--- src/rtl/sobel_pkg.sv ---
// sobel_pkg: shared widths, gradient type and saturation constant for the Sobel combine path
package sobel_pkg;
  localparam int TERM_W_DEF = 10;
  localparam int SUM_W = TERM_W_DEF + 3;
  localparam int MAG_W = SUM_W + 1;
  localparam logic [7:0] MAG_SAT = 8'd255;
  typedef logic signed [SUM_W-1:0] grad_t;
endpackage

--- src/rtl/sobel_sum6.sv ---
// sobel_sum6: two-stage registered six-term signed adder with shared advance/hold
module sobel_sum6 #(
  parameter int TERM_W = sobel_pkg::TERM_W_DEF
) (
  input  logic                       Clk,
  input  logic                       Rst_n,
  input  logic                       adv,
  input  logic [6*TERM_W-1:0]        terms,
  output logic signed [TERM_W+2:0]   sum
);
  localparam int SW = TERM_W + 3;
  logic signed [SW-1:0] pair [3];
  logic signed [SW-1:0] pair_q [3];
  for (genvar i = 0; i < 3; i++) begin : g_pair
    assign pair[i] = SW'($signed(terms[2*i*TERM_W +: TERM_W]))
                   + SW'($signed(terms[(2*i+1)*TERM_W +: TERM_W]));
  end
  always_ff @(posedge Clk)
    if (!Rst_n) begin
      pair_q <= '{default: '0};
      sum    <= '0;
    end else if (adv) begin
      pair_q <= pair;
      sum    <= pair_q[0] + pair_q[1] + pair_q[2];
    end
endmodule

--- src/rtl/sobel_grad_combine.sv ---
// sobel_grad_combine: sums Gx/Gy partial terms, forms saturated L1 magnitude and edge bit,
// and counts edge pixels per frame behind a 4-stage valid/ready pipeline.
module sobel_grad_combine
  import sobel_pkg::*;
#(
  parameter int TERM_W = sobel_pkg::TERM_W_DEF,
  parameter int CNT_W  = 20
) (
  input  logic                Clk,
  input  logic                Rst_n,
  input  logic                in_valid,
  output logic                in_ready,
  input  logic                in_last,
  input  logic [6*TERM_W-1:0] gx_terms,
  input  logic [6*TERM_W-1:0] gy_terms,
  input  logic [7:0]          thresh,
  output logic                out_valid,
  input  logic                out_ready,
  output logic [7:0]          out_mag,
  output logic                out_edge,
  output logic                out_last,
  output logic [CNT_W-1:0]    frame_edges,
  output logic                frame_done
);
  localparam int SW = TERM_W + 3;
  localparam int MW = SW + 1;
  logic adv, hs;
  logic [6*TERM_W-1:0] gx_in, gy_in;
  logic signed [SW-1:0] gx, gy;
  logic signed [MW-1:0] gx_w, gy_w;
  logic [MW-1:0] ax, ay, mag;
  logic [7:0] sat;
  logic [2:0] v, l;
  logic [CNT_W-1:0] running, inc_sat;
  logic [CNT_W:0] inc;
  assign adv      = out_ready | ~out_valid;
  assign in_ready = adv;
  assign hs       = out_valid & out_ready;
  // idle beats carry zeros so undriven terms never reach the datapath registers
  assign gx_in = in_valid ? gx_terms : '0;
  assign gy_in = in_valid ? gy_terms : '0;
  sobel_sum6 #(.TERM_W(TERM_W)) u_gx (.Clk(Clk), .Rst_n(Rst_n), .adv(adv), .terms(gx_in), .sum(gx));
  sobel_sum6 #(.TERM_W(TERM_W)) u_gy (.Clk(Clk), .Rst_n(Rst_n), .adv(adv), .terms(gy_in), .sum(gy));
  always_comb begin
    gx_w    = MW'(gx);
    gy_w    = MW'(gy);
    ax      = gx_w < 0 ? -gx_w : gx_w;
    ay      = gy_w < 0 ? -gy_w : gy_w;
    sat     = mag > MW'(MAG_SAT) ? MAG_SAT : mag[7:0];
    inc     = {1'b0, running} + (CNT_W+1)'(out_edge);
    inc_sat = inc[CNT_W] ? '1 : inc[CNT_W-1:0];
  end
  always_ff @(posedge Clk)
    if (!Rst_n) begin
      v         <= '0;
      l         <= '0;
      mag       <= '0;
      out_valid <= 1'b0;
      out_last  <= 1'b0;
      out_mag   <= '0;
      out_edge  <= 1'b0;
    end else if (adv) begin
      v         <= {v[1:0], in_valid};
      l         <= {l[1:0], in_valid & in_last};
      mag       <= ax + ay;
      out_valid <= v[2];
      out_last  <= l[2];
      out_mag   <= sat;
      out_edge  <= sat >= thresh;
    end
  always_ff @(posedge Clk)
    if (!Rst_n) begin
      running     <= '0;
      frame_edges <= '0;
      frame_done  <= 1'b0;
    end else begin
      frame_done <= hs & out_last;
      if (hs) begin
        running <= out_last ? '0 : inc_sat;
        if (out_last) frame_edges <= inc_sat;
      end
    end
endmodule
--- config.mk ---
export PLATFORM = sky130hd
export DESIGN_NAME = sobel_grad_combine
export DESIGN_NICKNAME = d
export VERILOG_FILES = /design/src/rtl/sobel_pkg.sv /design/src/rtl/sobel_sum6.sv /design/src/rtl/sobel_grad_combine.sv
export SDC_FILE = /design/constraint.sdc
export NUM_CORES = 1
export LEC_CHECK = 0
export BUFFER_PORTS_ARGS = -buffer_cell sky130_fd_sc_hd__clkbuf_2
export CAP_MARGIN = 15
export CORE_ASPECT_RATIO = 1.4
export CORE_UTILIZATION = 59
export CTS_CLUSTER_SIZE = 24
export DETAILED_ROUTE_END_ITERATION = 10
export PLACE_DENSITY = 0.79
export RECOVER_POWER = 25
export SLEW_MARGIN = 20
export SYNTH_ARGS = -nofsm -noshare
export SYNTH_HDL_FRONTEND = slang
export SYNTH_HIERARCHICAL = 1
export SYNTH_SLANG_ARGS = --single-unit
--- constraint.sdc ---
create_clock -name Clk -period 4.1 [get_ports Clk]
set_input_delay 1.025 -clock Clk [delete_from_list [all_inputs] [get_ports Clk]]
set_output_delay 1.025 -clock Clk [all_outputs]
set_load 0.01 [all_outputs]
# Word-level counts from Yosys, hierarchy flattened
# Index checks and enable logic that the tools add are counted.
# totals
elab_cells,49
ff_bits,176
latchBits,0
memories,0
out_inout_bits,33
rom_bits,0
in_bits,133
mem_bits_rw,0
# op_classes
n_shift,0
n_lt_le_gt_ge,4
n_mux,7
bitwise,5
div,0
multipliers,0
add_sub_neg,14
n_eq_ne,0
n_reduce_logical,1
# op_table
op,n
60-bit 2-to-1 mux,2
10-bit by 10-bit adder with 11-bit output,6
13-bit adder,4
20-bit 2-to-1 mux,2
14-bit 2-to-1 mux,2
13-bit negator with 14-bit output,2
"13-bit by 1-bit less-than comparator with 1-bit output, second input constant",2
20-bit by 1-bit adder with 21-bit output,1
14-bit adder,1
"14-bit by 8-bit > comparator with 1-bit output, second input constant",1
8-bit greater-or-equal comparator,1
8-bit 2-to-1 mux,1
1-bit AND,3
2-bit AND reduction,1
1-bit NOT,1
1-bit bitwise OR,1

# Logic depth before layout (Yosys ltp)
# logic_depth
word_depth,3
depth_mapped,12
depth_no_buf,12

# Hierarchy
# Netlist, hierarchy kept.
# by_module_without_submodules
mod,area_each_um2,cells_each,n_inst,seq_area_each_um2
sobel_grad_combine,5141.2,680,1,1441.4
sobel_sum6 (u_gx),3708.6,431,1,920.9
sobel_sum6 (u_gy),3434.5,373,1,920.9

# Worst setup path before layout
# OpenSTA, ideal clock, no wires.
# synth_timing
kind,input port to flip-flop
startpoint,input in_valid
endpoint,register u_gy/pair_q[36] in the netlist's numbering
required_time_ns,3.997
path_stages,11
setup_time_ns,0.103
n_path_buf,2
t_arrival_ns,3.144
setup_slack_ns,0.853
cell_sequence,clkbuf_1 > clkbuf_1 > and2_1 > ha_1 > fa_1 > a21o_1 > a21oi_2 > a21oi_2 > o41ai_2 > nor2_1 > a2111oi_2
# synth_between
elab_chain_len,2
# synth_rtl
element,line_no,text
start: declaration,sobel_grad_combine.sv:11,"input logic in_valid,"
60-bit 2-to-1 mux,sobel_grad_combine.sv:41,assign gy_in = in_valid ? gy_terms : '0;
via gy_in[0],sobel_grad_combine.sv:28,"logic [6*TERM_W-1:0] gx_in, gy_in;"
10-bit by 10-bit adder with 11-bit output,sobel_sum6.sv:16,+ SW'($signed(terms[(2*i+1)*TERM_W +: TERM_W]));
end signal: assignment,sobel_sum6.sv:23,pair_q <= pair;
end: declaration,sobel_sum6.sv:13,logic signed [SW-1:0] pair_q [3];
# The timed path passes the listed nets, and every way through them passes these cells.
# A chain may end at the register's enable or synchronous reset.

# Worst setup path in the final report
# layout_timing
startpoint,register u_gx.sum[0]
endpoint,register mag[10]
# layout_between
elab_chain_len,3
elab_cells_between_ends,4
cone_classes,2 x add/sub; 1 x order compare; 1 x mux
# layout_rtl
element,line_no,text
start: declaration,sobel_sum6.sv:9,output logic signed [TERM_W+2:0] sum
start signal: assignment,sobel_sum6.sv:24,sum <= pair_q[0] + pair_q[1] + pair_q[2];
13-bit negator with 14-bit output / 13-bit by 1-bit less-than comparator with 1-bit output (equally long branches),sobel_grad_combine.sv:47,ax = gx_w < 0 ? -gx_w : gx_w;
14-bit 2-to-1 mux (*),sobel_grad_combine.sv:47,
14-bit adder (*),sobel_grad_combine.sv:65,mag <= ax + ay;
end signal: assignment,sobel_grad_combine.sv:65,
end: declaration,sobel_grad_combine.sv:31,"logic [MW-1:0] ax, ay, mag;"
# Mark *: on every way between the ends. The rest lies on a longest branch, timed or not.

==> impl_results.md <==
* Slew margin rel. at 31.3%
* Hold path endpoint: l[1]
* Tot Pwr at 5.61 mW
* Drt via density at 5.96
* WP data arrival at 3.57 ns
* Largest net degree at the start of global routing at 123
* Distinct cell type count after synthesis at 87
* Setup-failing EPs final at 0
* R2r setup slk at 0.88 ns
* Startpoint Class: register
* CP max-delay cell: or4b_2
* Worst reg2reg endpoint: mag[10]
* FF/Latch Area at 0.00328 mm2
* Synth Area per Inst at 8.28 um2
* Nets at 1,870
* DR WL/cell at 15.1 um
* Routed WL at 28.3 mm
* First-pass GRT wire length at 46.9 mm
* Seq/Total Area, Yosys at 26.7%
* Vias in the first global route at 10.3k
* DR iter-0 viols at 644
* Prevailing post-synth register cell: dfxtp_1
* Total track usage at 26.7%
* Lkg Pwr at 6.25 nW
* Detailed-router iteration count before antenna repair at 5
* Final GP Congestion at 0.896
* Pins over their slew limit at 0
* # DRC at 0
* Fin. Hold Viols at 0
* Reg2reg path depth at 11
* Worst-path maximum fanout at 5
* Hold bufs inserted after CTS at 0
* Worst-Skew Late Latency at 0.43 ns
* Port Buf Inserts at 165
* Crit Reg-Reg Startpoint: u_gx/sum[0]
* Number of post-CTS setup repair buffers at 0
* Fin util at 67.2%
* PwrDens at 408 mW/mm2
* Hold path start: l[1]
* Final min period at 3.22 ns
* Congestion Overflow GR at 0
* TritonCTS clock tree: done
* Synth-to-Final Area Change at 12.0%
* Initial Util at 60.0%
* Resized cells post-CTS at 0
* # clock sinks at 164
* Worst Hold Path Cells at 2
* # rows at 62
* Synth warnings at 6
* Detailed placement HPWL at 20.7 mm
* Clock skew at 0.00663 ns
* Syn Nets at 1,755
* Share of layout cells above drive strength 1 at 13.2%
* Die area at 0.0214 mm2
* Die Span Y at 173 um
* Clock Path Buffers at 2
* Final ANT Viol Nets at 0
* Outcome: finished, final reports clean
* Unrepaired setup endpoints after global routing: false
* #FFs+latches synth at 164
* Commonest cells after routing, fill and taps aside: dfxtp_1 (164), clkbuf_2 (135), and2_1 (130), nor2_1 (117), ha_1 (107)
* Mapped cell area at 0.0123 mm2
* Final worst slack at 0.883 ns
* Core area at 0.0205 mm2
* Critical Path RT at 4.46 ns
* CP cell instances: inv_1, nand2_1, or4b_2, o21ai_0, xnor2_1, ha_1, a21o_1, o21ai_0, a31oi_1, or4b_2, o211ai_1
* Initial antenna violation count at 0
* Endpoint class of the critical path: register
* Worst-margin pin slew at 1.03 ns
* Chip width at 124 um
* Fmax at 311 MHz
* Hold crit path type: reg2reg
* Commonest non-fill, non-tap cell in the layout: dfxtp_1
* Worst VDD drop at 0.346 mV
* Critical path class: reg2reg
* # diodes at 0
* Total negative slack at 0 ns
* Multi-input gate area at 0.00850 mm2
* Via count at 11.1k
* Boundary Pins at 166
* Pre-CTS setup slack at 0.602 ns
* Synthesized netlist cell count at 1,484
* H-tree levels at 4
* CTS root buffer: clkbuf_16
* Async SR Flop Fraction at 0%
* Clk pin slew, worst setup/hold paths at 0.06 ns
* Worst path max stage delay at 0.67 ns
* EDFF count, synth at 0
* Num CTS Buffers at 17
* Max Cap Violations at 0
* # fillers at 1,776
* Final period utilization at 78.5%
==> state kept, by name, indices dropped and copies added (netlist names), 3 cells and up <==
name         cells
u_gx/pair_q     33
u_gy/pair_q     33
frame_edges     20
running         20
mag             14
u_gx/sum        13
u_gy/sum        13
out_mag          8
l                3
v                3
==> final cells by class <==
cell class / instances / share of cell area, %
well taps: 256 / 2.33
inverters: 47 / 1.30
repair buffers: 176 / 6.51
clock inverters: 13 / 0.909
flip-flops and latches: 164 / 23.9
clock buffers: 19 / 3.29
multi-input cells: 1193 / 61.8
==> cell families after synthesis <==
| logic type | Yosys count | synth area share [%] |
|---|---|---|
| AOI/OAI and AO/OA | 394 | 21.3 |
| xor gates and xnor gates | 70 | 4.99 |
| adders and majority gates | 138 | 16.0 |
| buffers and inverters | 127 | 4.07 |
| DFF | 164 | 26.7 |
| muxes | 40 | 3.26 |
| and+or+nand+nor | 551 | 23.7 |
==> where the power goes <==
group          total, mW  leakage, nW  internal, mW  switching, mW
Clock               1.55        0.269         0.875          0.679
Combinational       2.06         4.63         0.924           1.13
Sequential          2.00         1.35          1.81          0.190
==> stage by stage <==
stage / instance area, um2 / std cells / hold WS (ns)
after global routing: 13800 / 1868 / 0.482
after detailed placement: 13200 / 1836 / 0.442
after floorplan: 12300 / 1484 / 0.427
final: 13800 / 1868 / 0.452
after global placement: 13200 / 1836 / 0.436
after CTS: 13800 / 1868 / 0.456
==> synth_stat cells (all sizes together) (20+ instances only) <==
library cell | number | share of area [%]
fa | 31 | 5.1
o211ai | 20 | 1.2
a31oi | 24 | 1.2
nor2 | 117 | 3.6
nor3 | 28 | 1.1
inv | 46 | 1.4
xnor2 | 57 | 4.1
nand2 | 100 | 3.1
mux2i | 40 | 3.3
a21oi | 98 | 4.1
ha | 107 | 11
a21o | 32 | 2.0
and3 | 22 | 1.1
a211oi | 28 | 1.8
o21ai | 93 | 3.8
and2 | 131 | 6.7
dfxtp | 164 | 27
nand4 | 22 | 1.2
clkbuf | 62 | 1.9
nand3 | 52 | 2.3
==> critical path, delay by kind of cell (launching register included) <==
kind / cells / cell delay [ns]
adders and majority gates: 1 / 0.36
and+or+nand+nor: 3 / 1.36
buffers and inverters: 1 / 0.08
DFF: 1 / 0.35
AOI/OAI and AO/OA: 5 / 0.86
xor gates and xnor gates: 1 / 0.13
==> metal layers <==
layer  global-route usage [%]  up-vias  part of all wire, %
li1                         -     5588                    -
met3                     2.97       47                  3.5
met1                     32.0     5212                   43
met2                     48.0      289                   51
met4                     9.33        0                  2.4
met5                        0        -                    0
==> how the worst max path moves through the flow <==
stage	slack [ns]	depth (start not counted)	from	to
floorplan	0.85	11	in_valid	u_gy/pair_q[36]
global placement	0.71	11	in_valid	u_gy/pair_q[21]
detailed placement	0.60	11	in_valid	u_gy/pair_q[21]
CTS	0.89	11	u_gx/sum[0]	mag[10]
global route	0.67	11	u_gx/sum[0]	mag[10]
finish	0.88	11	u_gx/sum[0]	mag[10]
Note: power is estimated with default switching activity, not from simulation.
